==> config.mk <==
export PLATFORM = sky130hd
export DESIGN_NAME = mips_mc_controller
export DESIGN_NICKNAME = d
export VERILOG_FILES = /design/src/rtl/mips_mc_controller.sv
export SDC_FILE = /design/constraint.sdc
export NUM_CORES = 1
export LEC_CHECK = 0
export CAP_MARGIN = 20
export CORE_MARGIN = 5
export CORE_UTILIZATION = 38
export DETAILED_ROUTE_END_ITERATION = 6
export PLACE_DENSITY_LB_ADDON = 0.2
export SETUP_SLACK_MARGIN = 0.5
export SYNTH_ARGS = -nofsm -noshare
export SYNTH_HDL_FRONTEND = slang
export SYNTH_SLANG_ARGS = --single-unit
export TNS_END_PERCENT = 50
==> constraint.sdc <==
create_clock -name clk -period 2.8 [get_ports clk]
set_input_delay 0.84 -clock clk [delete_from_list [all_inputs] [get_ports clk]]
set_output_delay 0.84 -clock clk [all_outputs]
set_load 0.02 [all_outputs]
==> src/rtl/mips_mc_controller.sv <==
// Multicycle MIPS controller: a Moore FSM that sequences one instruction
// over 3-5 states, plus the ALU decoder. A single memory port is shared
// between instruction fetch and data access. Each memory state waits on
// mem_ready, so the memory may take any number of cycles.
//
// Handshake: in FETCH, MEMRD and MEMWR the request (memread or memwrite)
// stays high on every cycle until the cycle in which mem_ready=1. That
// cycle completes the transfer, and the FSM leaves the state on the next
// clock edge. mem_ready is ignored in every other state.
module mips_mc_controller #(
   parameter int SUBWORD_EN = 1,
   parameter int BNE_EN     = 1
) (
   input  logic       clk,
   input  logic       reset,
   input  logic [5:0] op,
   input  logic [5:0] funct,
   input  logic       zero,
   input  logic       mem_ready,
   output logic       memread,
   output logic       memwrite,
   output logic       iord,
   output logic       irwrite,
   output logic       pcen,
   output logic       regwrite,
   output logic       regdst,
   output logic       memtoreg,
   output logic       alusrca,
   output logic [1:0] alusrcb,
   output logic [1:0] pcsrc,
   output logic [2:0] alucontrol,
   output logic       ne,
   output logic       half,
   output logic       b,
   output logic       illegal,
   output logic [3:0] state
);

   localparam logic [3:0] S_FETCH  = 4'd0;
   localparam logic [3:0] S_DECODE = 4'd1;
   localparam logic [3:0] S_MEMADR = 4'd2;
   localparam logic [3:0] S_MEMRD  = 4'd3;
   localparam logic [3:0] S_MEMWB  = 4'd4;
   localparam logic [3:0] S_MEMWR  = 4'd5;
   localparam logic [3:0] S_EXEC   = 4'd6;
   localparam logic [3:0] S_ALUWB  = 4'd7;
   localparam logic [3:0] S_BRANCH = 4'd8;
   localparam logic [3:0] S_ADDIEX = 4'd9;
   localparam logic [3:0] S_ADDIWB = 4'd10;
   localparam logic [3:0] S_JUMP   = 4'd11;

   localparam logic [5:0] OP_RTYPE = 6'b000000;
   localparam logic [5:0] OP_LW    = 6'b100011;
   localparam logic [5:0] OP_LH    = 6'b100001;
   localparam logic [5:0] OP_LB    = 6'b100000;
   localparam logic [5:0] OP_SW    = 6'b101011;
   localparam logic [5:0] OP_BEQ   = 6'b000100;
   localparam logic [5:0] OP_BNE   = 6'b000101;
   localparam logic [5:0] OP_ADDI  = 6'b001000;
   localparam logic [5:0] OP_J     = 6'b000010;

   localparam logic [2:0] ALU_ADD = 3'b010;
   localparam logic [2:0] ALU_SUB = 3'b110;
   localparam logic [2:0] ALU_AND = 3'b000;
   localparam logic [2:0] ALU_OR  = 3'b001;
   localparam logic [2:0] ALU_SLT = 3'b111;

   logic [3:0] state_q;
   logic [3:0] state_d;
   logic       is_load;
   logic       is_sw;
   logic       is_rtype;
   logic       is_branch;
   logic       is_bne;
   logic       is_addi;
   logic       is_j;
   logic       is_lh;
   logic       is_lb;
   logic       funct_ok;
   logic [2:0] funct_alu;

   // Instruction class decode from op/funct; subword loads and BNE are
   // recognised only when enabled, otherwise they fall through to illegal.
   always_comb begin
      is_lh     = (SUBWORD_EN != 0) && (op == OP_LH);
      is_lb     = (SUBWORD_EN != 0) && (op == OP_LB);
      is_load   = (op == OP_LW) || is_lh || is_lb;
      is_sw     = (op == OP_SW);
      is_rtype  = (op == OP_RTYPE);
      is_bne    = (BNE_EN != 0) && (op == OP_BNE);
      is_branch = (op == OP_BEQ) || is_bne;
      is_addi   = (op == OP_ADDI);
      is_j      = (op == OP_J);
      funct_ok  = 1'b1;
      funct_alu = ALU_ADD;
      case (funct)
         6'b100000: funct_alu = ALU_ADD;
         6'b100010: funct_alu = ALU_SUB;
         6'b100100: funct_alu = ALU_AND;
         6'b100101: funct_alu = ALU_OR;
         6'b101010: funct_alu = ALU_SLT;
         default:   funct_ok  = 1'b0;
      endcase
   end

   // Next-state logic; unused codes 12-15 recover to FETCH.
   always_comb begin
      state_d = S_FETCH;
      case (state_q)
         S_FETCH:  state_d = mem_ready ? S_DECODE : S_FETCH;
         S_DECODE: begin
            if (is_load || is_sw)         state_d = S_MEMADR;
            else if (is_rtype && funct_ok) state_d = S_EXEC;
            else if (is_branch)           state_d = S_BRANCH;
            else if (is_addi)             state_d = S_ADDIEX;
            else if (is_j)                state_d = S_JUMP;
            else                          state_d = S_FETCH;
         end
         S_MEMADR: state_d = is_sw ? S_MEMWR : S_MEMRD;
         S_MEMRD:  state_d = mem_ready ? S_MEMWB : S_MEMRD;
         S_MEMWB:  state_d = S_FETCH;
         S_MEMWR:  state_d = mem_ready ? S_FETCH : S_MEMWR;
         S_EXEC:   state_d = S_ALUWB;
         S_ALUWB:  state_d = S_FETCH;
         S_BRANCH: state_d = S_FETCH;
         S_ADDIEX: state_d = S_ADDIWB;
         S_ADDIWB: state_d = S_FETCH;
         S_JUMP:   state_d = S_FETCH;
         default:  state_d = S_FETCH;
      endcase
   end

   // State register with asynchronous return to FETCH.
   always_ff @(posedge clk or posedge reset) begin
      if (reset) state_q <= S_FETCH;
      else        state_q <= state_d;
   end

   // Moore outputs per state; BRANCH pcen and FETCH irwrite/pcen also
   // depend on zero/mem_ready in the current cycle. Reset blanks everything.
   always_comb begin
      memread    = 1'b0;
      memwrite   = 1'b0;
      iord       = 1'b0;
      irwrite    = 1'b0;
      pcen       = 1'b0;
      regwrite   = 1'b0;
      regdst     = 1'b0;
      memtoreg   = 1'b0;
      alusrca    = 1'b0;
      alusrcb    = 2'b00;
      pcsrc      = 2'b00;
      alucontrol = ALU_ADD;
      ne         = 1'b0;
      half       = 1'b0;
      b          = 1'b0;
      illegal    = 1'b0;
      case (state_q)
         S_FETCH: begin
            memread = 1'b1;
            alusrcb = 2'b01;
            irwrite = mem_ready;
            pcen    = mem_ready;
         end
         S_DECODE: begin
            alusrcb = 2'b11;
            illegal = !(is_load || is_sw || (is_rtype && funct_ok) ||
                        is_branch || is_addi || is_j);
         end
         S_MEMADR: begin
            alusrca = 1'b1;
            alusrcb = 2'b10;
         end
         S_MEMRD: begin
            memread = 1'b1;
            iord    = 1'b1;
            half    = is_lh;
            b       = is_lb;
         end
         S_MEMWB: begin
            regwrite = 1'b1;
            memtoreg = 1'b1;
            half     = is_lh;
            b        = is_lb;
         end
         S_MEMWR: begin
            memwrite = 1'b1;
            iord     = 1'b1;
         end
         S_EXEC: begin
            alusrca    = 1'b1;
            alucontrol = funct_alu;
         end
         S_ALUWB: begin
            regwrite = 1'b1;
            regdst   = 1'b1;
         end
         S_BRANCH: begin
            alusrca    = 1'b1;
            pcsrc      = 2'b01;
            alucontrol = ALU_SUB;
            ne         = is_bne;
            pcen       = zero ^ is_bne;
         end
         S_ADDIEX: begin
            alusrca = 1'b1;
            alusrcb = 2'b10;
         end
         S_ADDIWB: regwrite = 1'b1;
         S_JUMP: begin
            pcsrc = 2'b10;
            pcen  = 1'b1;
         end
         default: ;
      endcase
      if (reset) begin
         memread    = 1'b0;
         memwrite   = 1'b0;
         iord       = 1'b0;
         irwrite    = 1'b0;
         pcen       = 1'b0;
         regwrite   = 1'b0;
         regdst     = 1'b0;
         memtoreg   = 1'b0;
         alusrca    = 1'b0;
         alusrcb    = 2'b00;
         pcsrc      = 2'b00;
         alucontrol = 3'b000;
         ne         = 1'b0;
         half       = 1'b0;
         b          = 1'b0;
         illegal    = 1'b0;
      end
   end

   assign state = state_q;

endmodule

==> results by group, run 1 <==
Synth
  • Simple-Gate Fraction of Synth Area: 0.538
  • Ys async rst share: 1.00
  • Yosys reg bits: 4
  • Mean Syn Cell Area: 6.98 um2
  • Post-Synth Adder-Cell Area: 0
  • Synthesized area: 733 um2
  • Synth Area in Compound Gates: 0.215
  • Combinational family with the most area after synthesis: simple AND/OR/NAND/NOR gates
  • Yosys warns: 0
  • Top cells by area, synth: dfrtp_1, nor2_1, nor3b_1
  • Synth area leader: dfrtp_1
  • Seq/Total Area, Yosys: 0.137
  • Post-synthesis cell count: 105
  • Primary FF master, synth: dfrtp_1
  • Post-synthesis mux area share: 0.0137
  • Synth cell types: 42
  • Synth Area in XOR/XNOR: 0.0358
  • Yosys top cell area share: 0.137
  • Syn nets: 121
  • Number of synthesized flops with an enable pin: 0

Timing
  • Worst EP post-GRT repair: illegal
  • Worst ep type: output port

Clock tree
  • Hold_buf cts: 0
  • Root buf cell: clkbuf_4
  • Num Clock Sinks: 4
  • CTS Buffer Depth: 2
  • H-tree lvl count: 1
  • Cts bufs inserted: 3

Placement
  • Gpl congestion: 0.862
  • Placed cells: 193
  • Hpwl dp: 2.51 mm
  • IO Port Bufs: 39

Floorplan
  • Top Ports: 40
  • Die Ht: 53.9 um
  • Initial Util: 0.411
  • Row cnt: 15
  • Die X: 53.9 um

Outcome
  • Last stage: global routing (5_1_grt)
  • Error: [ERROR DPL-0038] Utilization greater than 100%, impossible to legalize
  • Outcome: aborted with a tool error

Global routing
  • Largest net degree at the start of global routing: 16
## metrics by stage
| step | cell area, um2 | setup TNS, ns | setup WS (ns) |
|---|---|---|---|
| after floorplan | 887 | 0 | 0.226 |
| after global placement | 1490 | -10.56 | -0.734 |
| after detailed placement | 1490 | -11.12 | -0.830 |
| after CTS | 1640 | 0 | 0.0286 |
## logic make-up after synthesis
logic type,count (synthesis)
xor+xnor,3
simple gates,62
buf+inv,11
flops,4
compound gates,24
mux,1
## timing repair
action                                 CTS
endpoints found under the hold margin    0
pin swaps                               22
setup buffers                            6
setup endpoints to repair               21
resized for setup                      168
## synth_stat cells (2+ instances only)
| cell | number |
|---|---|
| xor2_1 | 2 |
| nor2_1 | 16 |
| nor3b_1 | 5 |
| nand2b_1 | 3 |
| o21ai_1 | 2 |
| a31oi_1 | 2 |
| nor2b_1 | 3 |
| nand4_1 | 3 |
| clkbuf_1 | 3 |
| nand2_1 | 5 |
| nor3_1 | 6 |
| o21ai_0 | 4 |
| and3_1 | 2 |
| inv_1 | 3 |
| nand3b_1 | 2 |
| buf_1 | 2 |
| dfrtp_1 | 4 |
| buf_2 | 3 |
| or3_1 | 2 |
| a21oi_1 | 6 |
| nor4b_1 | 3 |
| nand3_1 | 4 |
==> run 2, diff against run 1 <==
CORE_AREA = 5 5 66 68   (was unset)
CORE_MARGIN = unset   (was 5)
CORE_UTILIZATION = unset   (was 38)
DIE_AREA = 0 0 71 73   (was unset)
PLACE_DENSITY_LB_ADDON = 0.15   (was 0.2)
SETUP_SLACK_MARGIN = unset   (was 0.5)
==> results by group, run 2 <==
Global routing
  • First-pass GRT wire length: 4.70 mm
  • Largest net degree at the start of global routing: 21
  • GRT Total Usage: 0.108
  • Grt ovf: 0
  • Antenna violations before repair: 0
  • Vias in the first global route: 1033

Power
  • Power, Total: 0.752 mW
  • PD cells: 527 mW/mm2
  • P_leak: 0.717 nW
  • Peak supply drop: 0.226 mV

Timing
  • Relative slew margins: 0.721
  • Final Critical Period: 2.77 ns
  • Max Clock Freq: 361 MHz
  • Worst Tran Pin Value: 0.414 ns
  • Hold Fails Final Rpt: 0
  • Worst hold slack: 0.749 ns
  • Final period util: 0.990
  • Skew final: 0.00443 ns
  • Pins Over Slew Limit: 0
  • # setup viols final: 0
  • Setup_tns: 0 ns
  • RSZ-0062 raised after global routing: yes

Placement
  • Gpl congestion: 0.803
  • IO Port Bufs: 39
  • DP Area: 0.00139 mm2
  • Hpwl dp: 2.30 mm

Floorplan
  • Core Area: 0.00380 mm2
  • Initial Util: 0.193
  • Top Ports: 40
  • Die area: 0.00518 mm2
  • Die Ht: 73 um
  • Row cnt: 23
  • Die X: 71 um

Synth
  • Synthesized area: 733 um2
  • Post-synthesis mux area share: 0.0137
  • Synth cell types: 42
  • Yosys top cell area share: 0.137
  • Ys async rst share: 1.00
  • Yosys reg bits: 4
  • Primary FF master, synth: dfrtp_1
  • Mean Syn Cell Area: 6.98 um2
  • Seq/Total Area, Yosys: 0.137
  • Top cells by area, synth: dfrtp_1, nor2_1, nor3b_1
  • Syn nets: 121
  • Post-synth top cells: nor2_1, a21oi_1, nor3_1
  • Post-Synth Adder-Cell Area: 0
  • Synth Area in Compound Gates: 0.215
  • Top-count cell post-synth: nor2_1
  • Combinational family with the most area after synthesis: simple AND/OR/NAND/NOR gates
  • Number of synthesized flops with an enable pin: 0
  • Simple-Gate Fraction of Synth Area: 0.538
  • Post-synthesis cell count: 105
  • Yosys warns: 0
  • Synth area leader: dfrtp_1
  • Synth Area in XOR/XNOR: 0.0358

Routing
  • TritonRoute pass-1 iters: 4
  • Vias: 1014
  • Drt total wl: 2.82 mm
  • Vias/cell: 4.59
  • Routed wire per std cell: 12.8 um
  • 1st-iter DRT viols: 55
  • Detailed-route DRC error count: 0
  • Detail Route Antenna Nets: 0

Critical path
  • Worst path slowest cell: or4_4
  • Critical Path, Cell by Cell: buf_6, or4_4, nand4b_4, nand4_1, nor2_1, buf_4
  • Crit path launch type: input port
  • Critical path peak fanout: 2
  • CP Data Arrival Time: 1.93 ns
  • FF-to-FF setup slack: 1.46 ns
  • Worst Setup End Kind: output pin
  • Critical Path RT: 1.96 ns
  • Crit-path max cell delay: 0.52 ns
  • Crit Path Class: in2out

Clock tree
  • CTS Buffer Depth: 2
  • Root buf cell: clkbuf_8
  • Num Clock Sinks: 4
  • Worst-path clk slew: 0.03 ns
  • H-tree lvl count: 1
  • Hold_buf cts: 0
  • Cts bufs inserted: 3
  • Latest clock arrival within the worst-skew pair: 0.22 ns
  • CTS tree: done

Cells and area
  • Commonest cells after routing, fill and taps aside: buf_4, nor2_1, buf_2, dlygate4sd2_1, a21oi_1
  • Post-route cell area: 0.00143 mm2
  • Final core occ: 0.375
  • Largest register FFs: 4
  • Number of diodes: 0
  • Area delta synth->final: 94.5%
  • Nets: 189
  • Fill cells: 431
  • Most common cell after layout, fill and taps aside: buf_4
  • Layout cell share with drive strength beyond 1: 0.456

Job
  • Max Cap Viol: 0

Outcome
  • Outcome: completed

Hold path
  • Worst min path class: reg2reg
[run 2: layout make-up]
cell class                 count  area (um2)  area share
timing repair buffer          71         547       0.383
sequential                     4         101      0.0711
tap                           50        62.6      0.0439
clock buffer                   3        41.3      0.0289
multi-input combinational     90         663       0.465
inverter                       3        11.3     0.00789
[run 2: stage by stage]
step                setup slack [ns]  instances
detailed placement            -0.764        217
global placement              -0.750        217
finish                        0.0278        221
floorplan                     0.0293        105
global route                 -0.0203        221
CTS                          -0.0821        221
[run 2: power breakdown]
part | internal, mW | leakage, nW | switching [mW] | total [mW]
registers | 0.0751 | 0.0516 | 0.0346 | 0.110
logic | 0.238 | 0.644 | 0.284 | 0.522
clock network | 0.0915 | 0.0216 | 0.0282 | 0.120
total | 0.405 | 0.717 | 0.347 | 0.752
[run 2: path summary, 6_finish.rpt]
kind                       startpoint  endpoint  cells past startpoint
max                             op[4]   illegal                      6
min                          state[3]  state[0]                      2
max reg2reg                  state[1]  state[1]                      3
min reg2reg                  state[3]  state[0]                      2
max in group asynchronous       reset  state[1]                      4
min in group asynchronous       reset  state[2]                      4
[run 2: kinds of logic after synthesis]
| group | count (synthesis) |
|---|---|
| compound gates | 24 |
| xor+xnor | 3 |
| buf+inv | 11 |
| flops | 4 |
| mux | 1 |
| simple gates | 62 |
[run 2: layer usage]
metal / up-vias / track usage / routed length [um]
li1: 519 / - / -
met1: 458 / 0.138 / 1240
met2: 37 / 0.192 / 1420
met3: 0 / 0.0138 / 158
met4: 0 / 0.0271 / 0
met5: - / 0 / 0
[run 2: worst max-delay path, delay by kind of cell]
| kind | cells | cell delay [ns] |
|---|---|---|
| and+or+nand+nor | 4 | 0.85 |
| buffers and inverters | 2 | 0.24 |
[run 2: repair_timing]
action,CTS,global route
setup buffers,1,0
pin swaps,7,3
resized for setup,103,21
endpoints found under the setup margin,20,12
(Power assumes the default switching activity.)
==> run 3, diff against run 2 <==
RECOVER_POWER = 50   (was unset)
==> results by group, run 3 (synthesis gave the netlist of run 2 again) <==
Cells and area
  • Commonest cells after routing, fill and taps aside: buf_4, nor2_1, buf_2, dlygate4sd2_1, a21oi_1
  • Largest register FFs: 4
  • Storage element area: 101 um2
  • Layout cell share with drive strength beyond 1: 0.439
  • Multi-input logic area: 663 um2
  • Nets: 189
  • Most common cell after layout, fill and taps aside: buf_4
  • Non-Filler Instances: 221
  • Number of diodes: 0
  • Final core occ: 0.369
  • Area delta synth->final: 91.3%
  • Fill cells: 437

Hold path
  • Hold EP: state[0]
  • Hold path depth: 2
  • Hold path start: state[3]
  • Worst min path class: reg2reg

Timing
  • Relative slew margins: 0.722
  • Pins Over Slew Limit: 0
  • RSZ-0062 raised after global routing: yes
  • Skew final: 0.00479 ns
  • Final Critical Period: 2.77 ns
  • Hold Fails Final Rpt: 0
  • Final WS setup: 0.0283 ns
  • Max Clock Freq: 361 MHz
  • Final period util: 0.990
  • Worst hold slack: 0.755 ns
  • Worst Tran Pin Value: 0.412 ns
  • # setup viols final: 0

Global routing
  • First-pass GRT wire length: 4.70 mm
  • Vias in the first global route: 1033
  • Antenna violations before repair: 0
  • Grt ovf: 0
  • GRT Total Usage: 0.108
  • Largest net degree at the start of global routing: 21

Placement
  • IO Port Bufs: 39
  • Hpwl dp: 2.30 mm
  • Placed cells: 217
  • Pre-CTS setup slack: -0.764 ns
  • Gpl congestion: 0.803

Critical path
  • Crit Path Class: in2out
  • Crit path launch type: input port
  • Worst Setup End Kind: output pin
  • Critical Path RT: 1.96 ns
  • RR Startpoint: state[1]
  • Critical Path, Cell by Cell: buf_6, or4_4, nand4b_4, nand4_1, nor2_1, buf_4
  • Crit Reg-Reg Endpoint: state[1]
  • CP Data Arrival Time: 1.93 ns
  • Worst path slowest cell: or4_4
  • Buffers and inverters on the worst path: 2
  • Crit-path max cell delay: 0.52 ns
  • Critical path peak fanout: 2
  • Worst Reg-to-Reg Cells: 3
  • FF-to-FF setup slack: 1.47 ns
  • Crit path max-delay family: simple AND/OR/NAND/NOR gates

Clock tree
  • Latest clock arrival within the worst-skew pair: 0.22 ns
  • H-tree lvl count: 1
  • Root buf cell: clkbuf_8
  • CTS Buffer Depth: 2
  • Cts bufs inserted: 3
  • Num Clock Sinks: 4
  • CTS tree: done
  • Hold_buf cts: 0
  • Worst-path clk slew: 0.03 ns

Routing
  • 1st-iter DRT viols: 61
  • Routed wire per std cell: 12.7 um
  • TritonRoute pass-1 iters: 4
  • Detail Route Antenna Nets: 0
  • Vias: 1017
  • Drt total wl: 2.82 mm
  • Detailed-route DRC error count: 0
  • Vias/cell: 4.60

Floorplan
  • Top Ports: 40
  • Die area: 0.00518 mm2
  • Row cnt: 23
  • Die X: 71 um
  • Core Area: 0.00380 mm2
  • Initial Util: 0.193
  • Die Ht: 73 um

Outcome
  • Outcome: completed

Power
  • PD cells: 530 mW/mm2
  • P_leak: 0.695 nW
  • Peak supply drop: 0.224 mV
  • Power, Total: 0.743 mW

Job
  • Max Cap Viol: 0
run 3: changes by cell type in the layout (fill, tap and decap cells not counted), sizes merged:
cell	previous run	this run
clkdlybuf4s50	5	1
clkdlybuf4s15	1	0
dlymetal6s2s	5	4
clkbuf	6	10
buf	50	48
dlygate4sd3	0	4
run 3: power breakdown:
| group | internal (mW) | switching (mW) | total (mW) | leakage (nW) |
|---|---|---|---|---|
| Sequential | 0.0751 | 0.0349 | 0.110 | 0.0516 |
| Combinational | 0.230 | 0.283 | 0.513 | 0.622 |
| Clock | 0.0915 | 0.0282 | 0.120 | 0.0216 |
run 3: layout make-up:
cell class / instances / area share
Clock buffer: 3 / 0.0294
Inverter: 3 / 0.00803
Multi-Input combinational cell: 90 / 0.473
Sequential cell: 4 / 0.0723
Tap cell: 50 / 0.0446
Timing Repair Buffer: 71 / 0.373
run 3: timing repair:
action | 4_1_cts | 5_1_grt
endpoints found under the setup margin | 20 | 12
gates resized for setup | 103 | 21
setup buffers | 1 | 0
pin swaps | 7 | 3
run 3: metal layers:
metal / track usage / share of wire
met1: 0.138 / 0.44
met2: 0.192 / 0.52
met3: 0.0138 / 0.049
met4: 0.0271 / 0
met5: 0 / 0
run 3: how the worst max path moves through the flow:
| stage | from | end | slack, ns | cells past startpoint |
|---|---|---|---|---|
| 6_report | op[4] | illegal | 0.03 | 6 |
| 5_1_grt | op[4] | illegal | -0.02 | 6 |
| 4_1_cts | mem_ready | pcen | -0.08 | 5 |
| 3_5_place_dp | reset | pcen | -0.76 | 4 |
| 3_3_place_gp | op[1] | pcen | -0.75 | 6 |
| 2_1_floorplan | reset | memread | 0.03 | 3 |
run 3: worst reg2reg max path, delay by kind of cell, from the launching register on:
family / cells / cell delay (ns)
buffers and inverters: 1 / 0.18
DFF: 1 / 0.47
and+or+nand+nor: 1 / 0.11
AOI/OAI and AO/OA: 1 / 0.42
run 3: stage by stage:
| step | setup TNS, ns | area [um2] |
|---|---|---|
| 2_1_floorplan | 0 | 739 |
| 3_3_place_gp | -11.31 | 1390 |
| 3_5_place_dp | -11.52 | 1390 |
| 4_1_cts | -0.126 | 1410 |
| 5_1_grt | -0.0203 | 1400 |
| 6_report | 0 | 1400 |
